`src/rtl/stopwatch_pkg.sv`:
```
// Shared types and constants for the stopwatch button sequencer.
package stopwatch_pkg;

  localparam int unsigned DIGIT_W = 4;
  localparam int unsigned LAP_MAX = 9;

  typedef enum logic [1:0] {
    ST_IDLE   = 2'd0,
    ST_RUN    = 2'd1,
    ST_PAUSED = 2'd2,
    ST_LAP    = 2'd3
  } state_e;

  typedef struct packed {
    logic [DIGIT_W-1:0] min0;
    logic [DIGIT_W-1:0] sec1;
    logic [DIGIT_W-1:0] sec0;
    logic [DIGIT_W-1:0] mil0;
  } digits_t;

  // Lap counter increment that sticks at LAP_MAX.
  function automatic logic [DIGIT_W-1:0] lap_inc(input logic [DIGIT_W-1:0] v);
    return (v >= DIGIT_W'(LAP_MAX)) ? DIGIT_W'(LAP_MAX) : v + DIGIT_W'(1);
  endfunction

endpackage

```
`src/rtl/btn_sync_edge.sv`:
```
// Raw button synchroniser with rising-edge detect and post-press lockout.
module btn_sync_edge #(
  parameter int unsigned SYNC_STAGES = 2,
  parameter int unsigned LOCKOUT     = 16
) (
  input  logic clk,
  input  logic reset,
  input  logic btn_raw,
  input  logic accept_en,
  output logic press
);

  localparam int unsigned LO_W = $clog2(LOCKOUT + 1);

  logic [SYNC_STAGES-1:0] sync_q, sync_d;
  logic                   prev_q, prev_d;
  logic [LO_W-1:0]        lock_q, lock_d;

  // press is combinational so the FSM registers the command on the same edge.
  always_comb begin
    sync_d = {sync_q[SYNC_STAGES-2:0], btn_raw};
    prev_d = sync_q[SYNC_STAGES-1];
    press  = sync_q[SYNC_STAGES-1] & ~prev_q & (lock_q == '0) & accept_en;
    lock_d = lock_q;
    if (press) begin
      lock_d = LO_W'(LOCKOUT);
    end else if (lock_q != '0) begin
      lock_d = lock_q - LO_W'(1);
    end
  end

  always_ff @(posedge clk or negedge reset) begin
    if (!reset) begin
      sync_q <= '0;
      prev_q <= 1'b0;
      lock_q <= '0;
    end else begin
      sync_q <= sync_d;
      prev_q <= prev_d;
      lock_q <= lock_d;
    end
  end

endmodule

```
`src/rtl/stopwatch_ctrl.sv`:
```
// Stopwatch sequencer: button FSM, command pulses, lap capture and display path.
module stopwatch_ctrl
  import stopwatch_pkg::*;
#(
  parameter int unsigned SYNC_STAGES = 2,
  parameter int unsigned LOCKOUT     = 16
) (
  input  logic               clk,
  input  logic               reset,
  input  logic               btn_ss,
  input  logic               btn_lr,
  input  logic [DIGIT_W-1:0] min0,
  input  logic [DIGIT_W-1:0] sec1,
  input  logic [DIGIT_W-1:0] sec0,
  input  logic [DIGIT_W-1:0] milSec0,
  output logic               start_resume,
  output logic               stop,
  output logic               sw_reset,
  output logic [DIGIT_W-1:0] disp_min0,
  output logic [DIGIT_W-1:0] disp_sec1,
  output logic [DIGIT_W-1:0] disp_sec0,
  output logic [DIGIT_W-1:0] disp_mil0,
  output logic               running,
  output logic               lap_active,
  output logic [DIGIT_W-1:0] lap_cnt
);

  logic ss_press, lr_press;
  digits_t live;

  state_e             state_q, state_d;
  digits_t            lap_q, lap_d;
  digits_t            disp_q, disp_d;
  logic [DIGIT_W-1:0] cnt_q, cnt_d;
  logic               start_q, start_d;
  logic               stop_q, stop_d;
  logic               clr_q, clr_d;
  logic               running_q, running_d;
  logic               lap_act_q, lap_act_d;

  assign live = '{min0: min0, sec1: sec1, sec0: sec0, mil0: milSec0};

  btn_sync_edge #(.SYNC_STAGES(SYNC_STAGES), .LOCKOUT(LOCKOUT)) u_ss (
    .clk       (clk),
    .reset     (reset),
    .btn_raw   (btn_ss),
    .accept_en (1'b1),
    .press     (ss_press)
  );

  // Start/stop beats lap/reset; a discarded lr edge does not arm its lockout.
  btn_sync_edge #(.SYNC_STAGES(SYNC_STAGES), .LOCKOUT(LOCKOUT)) u_lr (
    .clk       (clk),
    .reset     (reset),
    .btn_raw   (btn_lr),
    .accept_en (~ss_press),
    .press     (lr_press)
  );

  always_comb begin
    state_d = state_q;
    lap_d   = lap_q;
    cnt_d   = cnt_q;
    start_d = 1'b0;
    stop_d  = 1'b0;
    clr_d   = 1'b0;
    unique case (state_q)
      ST_IDLE: begin
        if (ss_press) begin
          state_d = ST_RUN;
          start_d = 1'b1;
        end
      end
      ST_RUN, ST_LAP: begin
        if (ss_press) begin
          state_d = ST_PAUSED;
          stop_d  = 1'b1;
        end else if (lr_press) begin
          state_d = ST_LAP;
          lap_d   = live;
          cnt_d   = lap_inc(cnt_q);
        end
      end
      ST_PAUSED: begin
        if (ss_press) begin
          state_d = ST_RUN;
          start_d = 1'b1;
        end else if (lr_press) begin
          state_d = ST_IDLE;
          clr_d   = 1'b1;
          cnt_d   = '0;
          lap_d   = '0;
        end
      end
      default: state_d = ST_IDLE;
    endcase
    // Display follows the next state so LAP entry shows the captured value directly.
    disp_d    = (state_d == ST_LAP) ? lap_d : live;
    running_d = (state_d == ST_RUN) || (state_d == ST_LAP);
    lap_act_d = (state_d == ST_LAP);
  end

  always_ff @(posedge clk or negedge reset) begin
    if (!reset) begin
      state_q   <= ST_IDLE;
      lap_q     <= '0;
      disp_q    <= '0;
      cnt_q     <= '0;
      start_q   <= 1'b0;
      stop_q    <= 1'b0;
      clr_q     <= 1'b0;
      running_q <= 1'b0;
      lap_act_q <= 1'b0;
    end else begin
      state_q   <= state_d;
      lap_q     <= lap_d;
      disp_q    <= disp_d;
      cnt_q     <= cnt_d;
      start_q   <= start_d;
      stop_q    <= stop_d;
      clr_q     <= clr_d;
      running_q <= running_d;
      lap_act_q <= lap_act_d;
    end
  end

  assign start_resume = start_q;
  assign stop         = stop_q;
  assign sw_reset     = clr_q;
  assign disp_min0    = disp_q.min0;
  assign disp_sec1    = disp_q.sec1;
  assign disp_sec0    = disp_q.sec0;
  assign disp_mil0    = disp_q.mil0;
  assign running      = running_q;
  assign lap_active   = lap_act_q;
  assign lap_cnt      = cnt_q;

endmodule
```
`config.mk`:
```
export PLATFORM = sky130hd
export DESIGN_NAME = stopwatch_ctrl
export DESIGN_NICKNAME = d
export VERILOG_FILES = /design/src/rtl/stopwatch_pkg.sv /design/src/rtl/btn_sync_edge.sv /design/src/rtl/stopwatch_ctrl.sv
export SDC_FILE = /design/constraint.sdc
export NUM_CORES = 1
export LEC_CHECK = 0
export ABC_AREA = 1
export BUFFER_PORTS_ARGS = -buffer_cell sky130_fd_sc_hd__buf_4
export CAP_MARGIN = 20
export CORE_ASPECT_RATIO = 1.2
export CORE_MARGIN = 2
export CORE_UTILIZATION = 50
export CTS_BUF_LIST = sky130_fd_sc_hd__clkbuf_8 sky130_fd_sc_hd__clkbuf_16
export DETAILED_ROUTE_END_ITERATION = 10
export GPL_TIMING_DRIVEN = 1
export PLACE_DENSITY_LB_ADDON = 0.2
export REMOVE_ABC_BUFFERS = 1
export SYNTH_ARGS = -nofsm -noshare
export SYNTH_HDL_FRONTEND = slang
export SYNTH_HIERARCHICAL = 1
export SYNTH_SLANG_ARGS = --single-unit
```
`constraint.sdc`:
```
create_clock -name clk -period 5.9 [get_ports clk]
set_input_delay 0.295 -clock clk [delete_from_list [all_inputs] [get_ports clk]]
set_output_delay 0.295 -clock clk [all_outputs]
set_load 0.02 [all_outputs]
```
==> results of run 1 <==
[logic make-up (layout without fill, tap and decap cells)]
family	count (synthesis)	after routing	synth area share, %
buf+inv	30	79	6.13
xor+xnor	1	1	0.333
simple gates	204	204	33.3
fa+ha+maj	5	5	2.38
flops	58	58	55.2
compound gates	11	11	2.52
other cells	1	1	0.143
[flip-flops by register name, summed over array words and instances, names as in the netlist]
signal and flops:
u_lr/lock_q 5, u_lr/prev_q 1, lap_q 16, u_ss/sync_q 2, sw_reset 1, state_q 1
u_ss/prev_q 1, running 1, u_ss/lock_q 5, disp_mil0 4, disp_sec0 4, lap_active 1
lap_cnt 4, disp_min0 4, disp_sec1 4, u_lr/sync_q 2, stop 1, start_resume 1
[worst max-delay path: stages, from the launching register on]
cell and delay, ps:
dfrtp_1 340, inv_1 70, ha_1 240, nand3_2 130
nor2_1 110, inv_2 320, nand3_1 230, nor2_2 810
o211ai_2 470, inv_2 420, nand2_1 100, nand2_1 80
[through the flow]
step	power, mW	hold WS, ps	setup WS, ps
2_1_floorplan	1.06	-0.591	2970
3_3_place_gp	1.25	332	2670
3_5_place_dp	1.27	337	2510
4_1_cts	1.63	37.5	2480
5_1_grt	1.74	58.3	2190
6_report	1.61	14.9	2490
[synth_stat cells (3+ instances only)]
| master | number |
|---|---|
| buf_2 | 3 |
| buf_4 | 4 |
| buf_6 | 4 |
| dfrtp_1 | 58 |
| ha_1 | 5 |
| inv_1 | 16 |
| nand2_1 | 134 |
| nand2_2 | 5 |
| nand3_1 | 41 |
| nand3_2 | 4 |
| nand4_1 | 5 |
| nor2_1 | 11 |
| o21ai_0 | 7 |
[cell type report]
type	count	area, sq um
flip-flops and latches	58	1450
fillers	448	1860
clock buffers	11	151
well taps	60	75.1
clock inverters	5	46.3
multi-input cells	222	1020
repair buffers	44	330
inverters	19	71.3
[where the power goes]
part	switching, mW	internal, mW	leakage, nW	total [mW]
combinational	0.370	0.229	0.902	0.598
clock	0.143	0.213	0.113	0.356
sequential	0.110	0.549	0.733	0.659
[per-layer routing]
layer / share of wire (%) / routed length, um
met1: 45 / 2340
met2: 49 / 2550
met3: 5.1 / 265
met4: 1.3 / 67
met5: 0 / 0
[path summary, 6_finish.rpt]
check	endpoint	depth (start not counted)	slack, ps
max	disp_mil0[1]	11	2490
min	u_ss/prev_q	1	10
max reg2reg	disp_mil0[1]	11	2490
min reg2reg	u_ss/sync_q[1]	0	350
max in group asynchronous	u_lr/lock_q[4]	1	5410
min in group clk	u_lr/sync_q[0]	1	70
==> results.cfg, run 1 <==
[timing]
tns_ps = 0
report.final.hold_viol_count = 0
fmax_mhz = 293
finalSetupViolCount = 0
fin_crit_ps = 3410
period_share_pct = 57.8
worst_pin_slew_ps = 974
drv_slew = 0
worst_slew_margin_rel_pct = 35.0
rsz0062_at_grt = no
skew_ps = 5.83

[power_and_ir_drop]
p_per_area_nw_per_um2 = 513
cellLeakagePower_nw = 1.75
ir_worst_vdd_mv = 0.248

[cts]
holdBufCountCts = 0
cts_root_buf = clkbuf_8
clock_sinks = 58
cts_tree = built
worstSkewPairLatency_ps = 330
cts_buffer_depth = 2
cts_resized = 0
cts_setup_buffers = 0
clk_pin_slew_worst_paths_ps = 60
h-tree-depth = 3
cts_buffers = 9

[synthesis]
synth-edff-count = 0
ys_ff_latch = 58
ys_types = 22
ys_top_cells_by_area = dfrtp_1, nand2_1, nand3_1
async_flop_share_pct = 100
synth_top_area_share_pct = 55.2
syn_avg_cell_area_sq_um = 8.49
ys_seq_area_share_pct = 55.2
netlist_instances = 310
yosys_warnings = 6
synth_area_sq_um = 2630
dominantRegCellSynth = dfrtp_1
yosysTopAreaCell = dfrtp_1

[global_routing]
grt_usage_pct = 19.1
grt_overflow_total = 0
antenna_found_initial = 0
gr-usage-met1_pct = 23.6
grt_first_pass_wirelength_um = 8860
busiest_layer = met2
grtUsageMet3_pct = 4.83
gr-usage-met2_pct = 31.6
grt_pass1_vias = 2037
grt_max_degree = 59

[detailed_routing]
wl_um = 5220
drt_iter0_drc = 102
post_drt_wl_per_cell_um = 12.5
drc_errors = 0
viasPerCell = 5.05
vias = 2114
first_pass_iters = 5
final_antenna_net_count = 0

[cells_and_area]
mostFrequentLayoutCell = nand2_1
layout_common_cells = nand2_1, dfrtp_1, buf_4
fin_cells = 419
drive_above_1_share_pct = 20.1
nNetsFinal = 379
antennaDiodeCount = 0
final_util_pct = 62.8
area_delta_synth_final_pct = 19.6
stdcell_area_sq_um = 3150

[place]
io_buffers = 44
dpl_cell_area_sq_um = 2950
hpwl_um = 3390
globalplace.congestion = 0.784
dp_cells = 403

[flow_run]
cap_violations = 0

[critical_path]
cp-startpoint = u_ss/lock_q[0]
cp.arrival_ps = 3670
worst_setup_path_end_kind = register
crit_fanout = 22
crit_path_start_kind = register
r2r-start = u_ss/lock_q[0]
path_class = register to register
critical_path_required_ps = 6160

[floorplanning]
dieArea_sq_um = 5860
rows = 28
ios = 45
initial_core_util_pct = 52.5
die_w_um = 70.2
core_sq_um = 5010
die_h_um = 83.5

[hold_path]
min_path_type = input pin to asynchronous set/reset pin

[status]
status = finished clean
(Power assumes the default switching activity.)
==> inputs of run 2 (changes only) <==
==> constraint.sdc (replaced) <==
create_clock -name clk -period 3 [get_ports clk]
set_input_delay 0.15 -clock clk [delete_from_list [all_inputs] [get_ports clk]]
set_output_delay 0.15 -clock clk [all_outputs]
set_load 0.02 [all_outputs]
==> run 2 against run 1 <==
  * Clock power increased to 2.5 times the previous value
  * Largest power group is now combinational logic
  * Non-clock buffer count increased by 7
  * Global-route usage increased by 1.9 points
  * Critical path depth rose by 1
  * First-iteration DRC count rose by 17%
  * Wire length up 8.8%
  * Critical endpoint is now disp_min0[2]
  * Via count is 4.3% higher
  * Largest cell class unchanged
==> results.cfg, run 2 (synthesis gave the netlist of run 1 again) <==
[timing]
tns_ps = 0
rsz0062_at_grt = no
fmax_mhz = 402
drv_slew = 0
finalSetupViolCount = 0
period_share_pct = 83.0
worst_pin_slew_ps = 723
worst_slew_margin_rel_pct = 51.8
fin_crit_ps = 2490
skew_ps = 7.22
report.final.hold_viol_count = 0

[place]
io_buffers = 44
dp_cells = 407
dpl_cell_area_sq_um = 2980
globalplace.congestion = 0.801
hpwl_um = 3610

[critical_path]
cp.arrival_ps = 2720
slowest_delay_ps = 420
path_class = register to register
path_cells = inv_1, ha_1, nand3_2, nor2_1, inv_2, nand3_1, nor2_2, nand3_2, nand3_1, nand2_2, nand2_1, nand2_1
worst_setup_path_end_kind = register
crit_path_start_kind = register
critical_path_required_ps = 3230
critPathSlowestCell = nand3_2
crit_fanout = 18
reg2reg_slack_ps = 510

[cts]
cts_root_buf = clkbuf_8
cts_tree = built
cts_setup_buffers = 0
cts_buffer_depth = 2
cts_resized = 0
worstSkewPairLatency_ps = 340
h-tree-depth = 3
holdBufCountCts = 3
clock_sinks = 58
clk_pin_slew_worst_paths_ps = 70
cts_buffers = 9

[power_and_ir_drop]
cellLeakagePower_nw = 1.79
ir_worst_vdd_mv = 0.531
p_per_area_nw_per_um2 = 1050

[global_routing]
grt_usage_pct = 21.0
grt_first_pass_wirelength_um = 9620
antenna_found_initial = 0
grt_pass1_vias = 2165
grt_overflow_total = 0
grt_max_degree = 59

[floorplanning]
die_w_um = 70.2
initial_core_util_pct = 52.5
die_h_um = 83.5
core_sq_um = 5010
rows = 28
dieArea_sq_um = 5860
ios = 45

[detailed_routing]
viasPerCell = 5.18
final_antenna_net_count = 0
post_drt_wl_per_cell_um = 13.3
first_pass_iters = 4
drt_iter0_drc = 119
wl_um = 5680
vias = 2205
drc_errors = 0

[cells_and_area]
top_regs = lap_q (16), u_lr/lock_q (5), u_ss/lock_q (5)
mostFrequentLayoutCell = nand2_1
antennaDiodeCount = 0
regMostFlops = lap_q
fill_cells = 416
stdcell_area_sq_um = 3260
drive_above_1_share_pct = 21.3
nNetsFinal = 386
area_delta_synth_final_pct = 24.0
largest_reg_flops = 16
layout_common_cells = nand2_1, dfrtp_1, buf_4
fin_cells = 426

[hold_path]
min_path_type = input pin to register

[status]
status = finished clean

[flow_run]
cap_violations = 0
[run 2: through the flow]
step | utilization [%] | hold slack [ps] | worst slack, ps | power (mW)
floorplan | - | -146 | 69.3 | 2.08
global placement | 59.5 | 258 | 635 | 2.49
detailed placement | 59.5 | 261 | 545 | 2.53
CTS | 65.1 | 10.7 | 496 | 3.46
global route | 65.1 | 20.3 | 262 | 3.66
finish | 65.1 | 18.5 | 511 | 3.43
[run 2: path summary, 6_finish.rpt]
path | startpoint | end | cells past startpoint
min | sec0[2] | disp_sec0[2] | 3
min reg2reg | u_ss/sync_q[0] | u_ss/sync_q[1] | 0
max reg2reg | u_ss/lock_q[0] | disp_min0[2] | 12
max | u_ss/lock_q[0] | disp_min0[2] | 12
min in group asynchronous | reset | u_ss/sync_q[1] | 2
max in group asynchronous | reset | lap_q[14] | 2
[run 2: worst max-delay path, delay by kind of cell (launching register included)]
kind	cells	cell delay [ps]
adder cells (fa/ha/maj)	1	250
flip-flops	1	350
AND/OR/NAND/NOR	9	1640
buffers and inverters	2	140
[run 2: metal layers]
layer | GRT usage [%] | share of wire (%) | wire (um) | vias to the layer above
met2 | 34.0 | 49 | 2790 | 62
met1 | 26.5 | 44 | 2480 | 1049
met4 | 9.62 | 1.9 | 106 | 0
li1 | - | - | - | 1081
met3 | 4.83 | 5.5 | 313 | 13
met5 | 0 | 0 | 0 | -
[run 2: area by class of cell]
class | count | area, sq um | share of cell area (%)
sequential | 58 | 1450 | 44.5
multi-input combinational | 222 | 1020 | 31.3
timing repair buffer | 51 | 390 | 12.0
clock buffer | 11 | 151 | 4.64
clock inverter | 5 | 101 | 3.11
tap | 60 | 75.1 | 2.30
inverter | 19 | 71.3 | 2.19
[run 2: power breakdown]
group / internal (mW) / switching, mW / leakage (nW)
clock: 0.594 / 0.306 / 0.127
combinational: 0.471 / 0.799 / 0.933
sequential: 1.08 / 0.178 / 0.733
total: 2.15 / 1.28 / 1.79
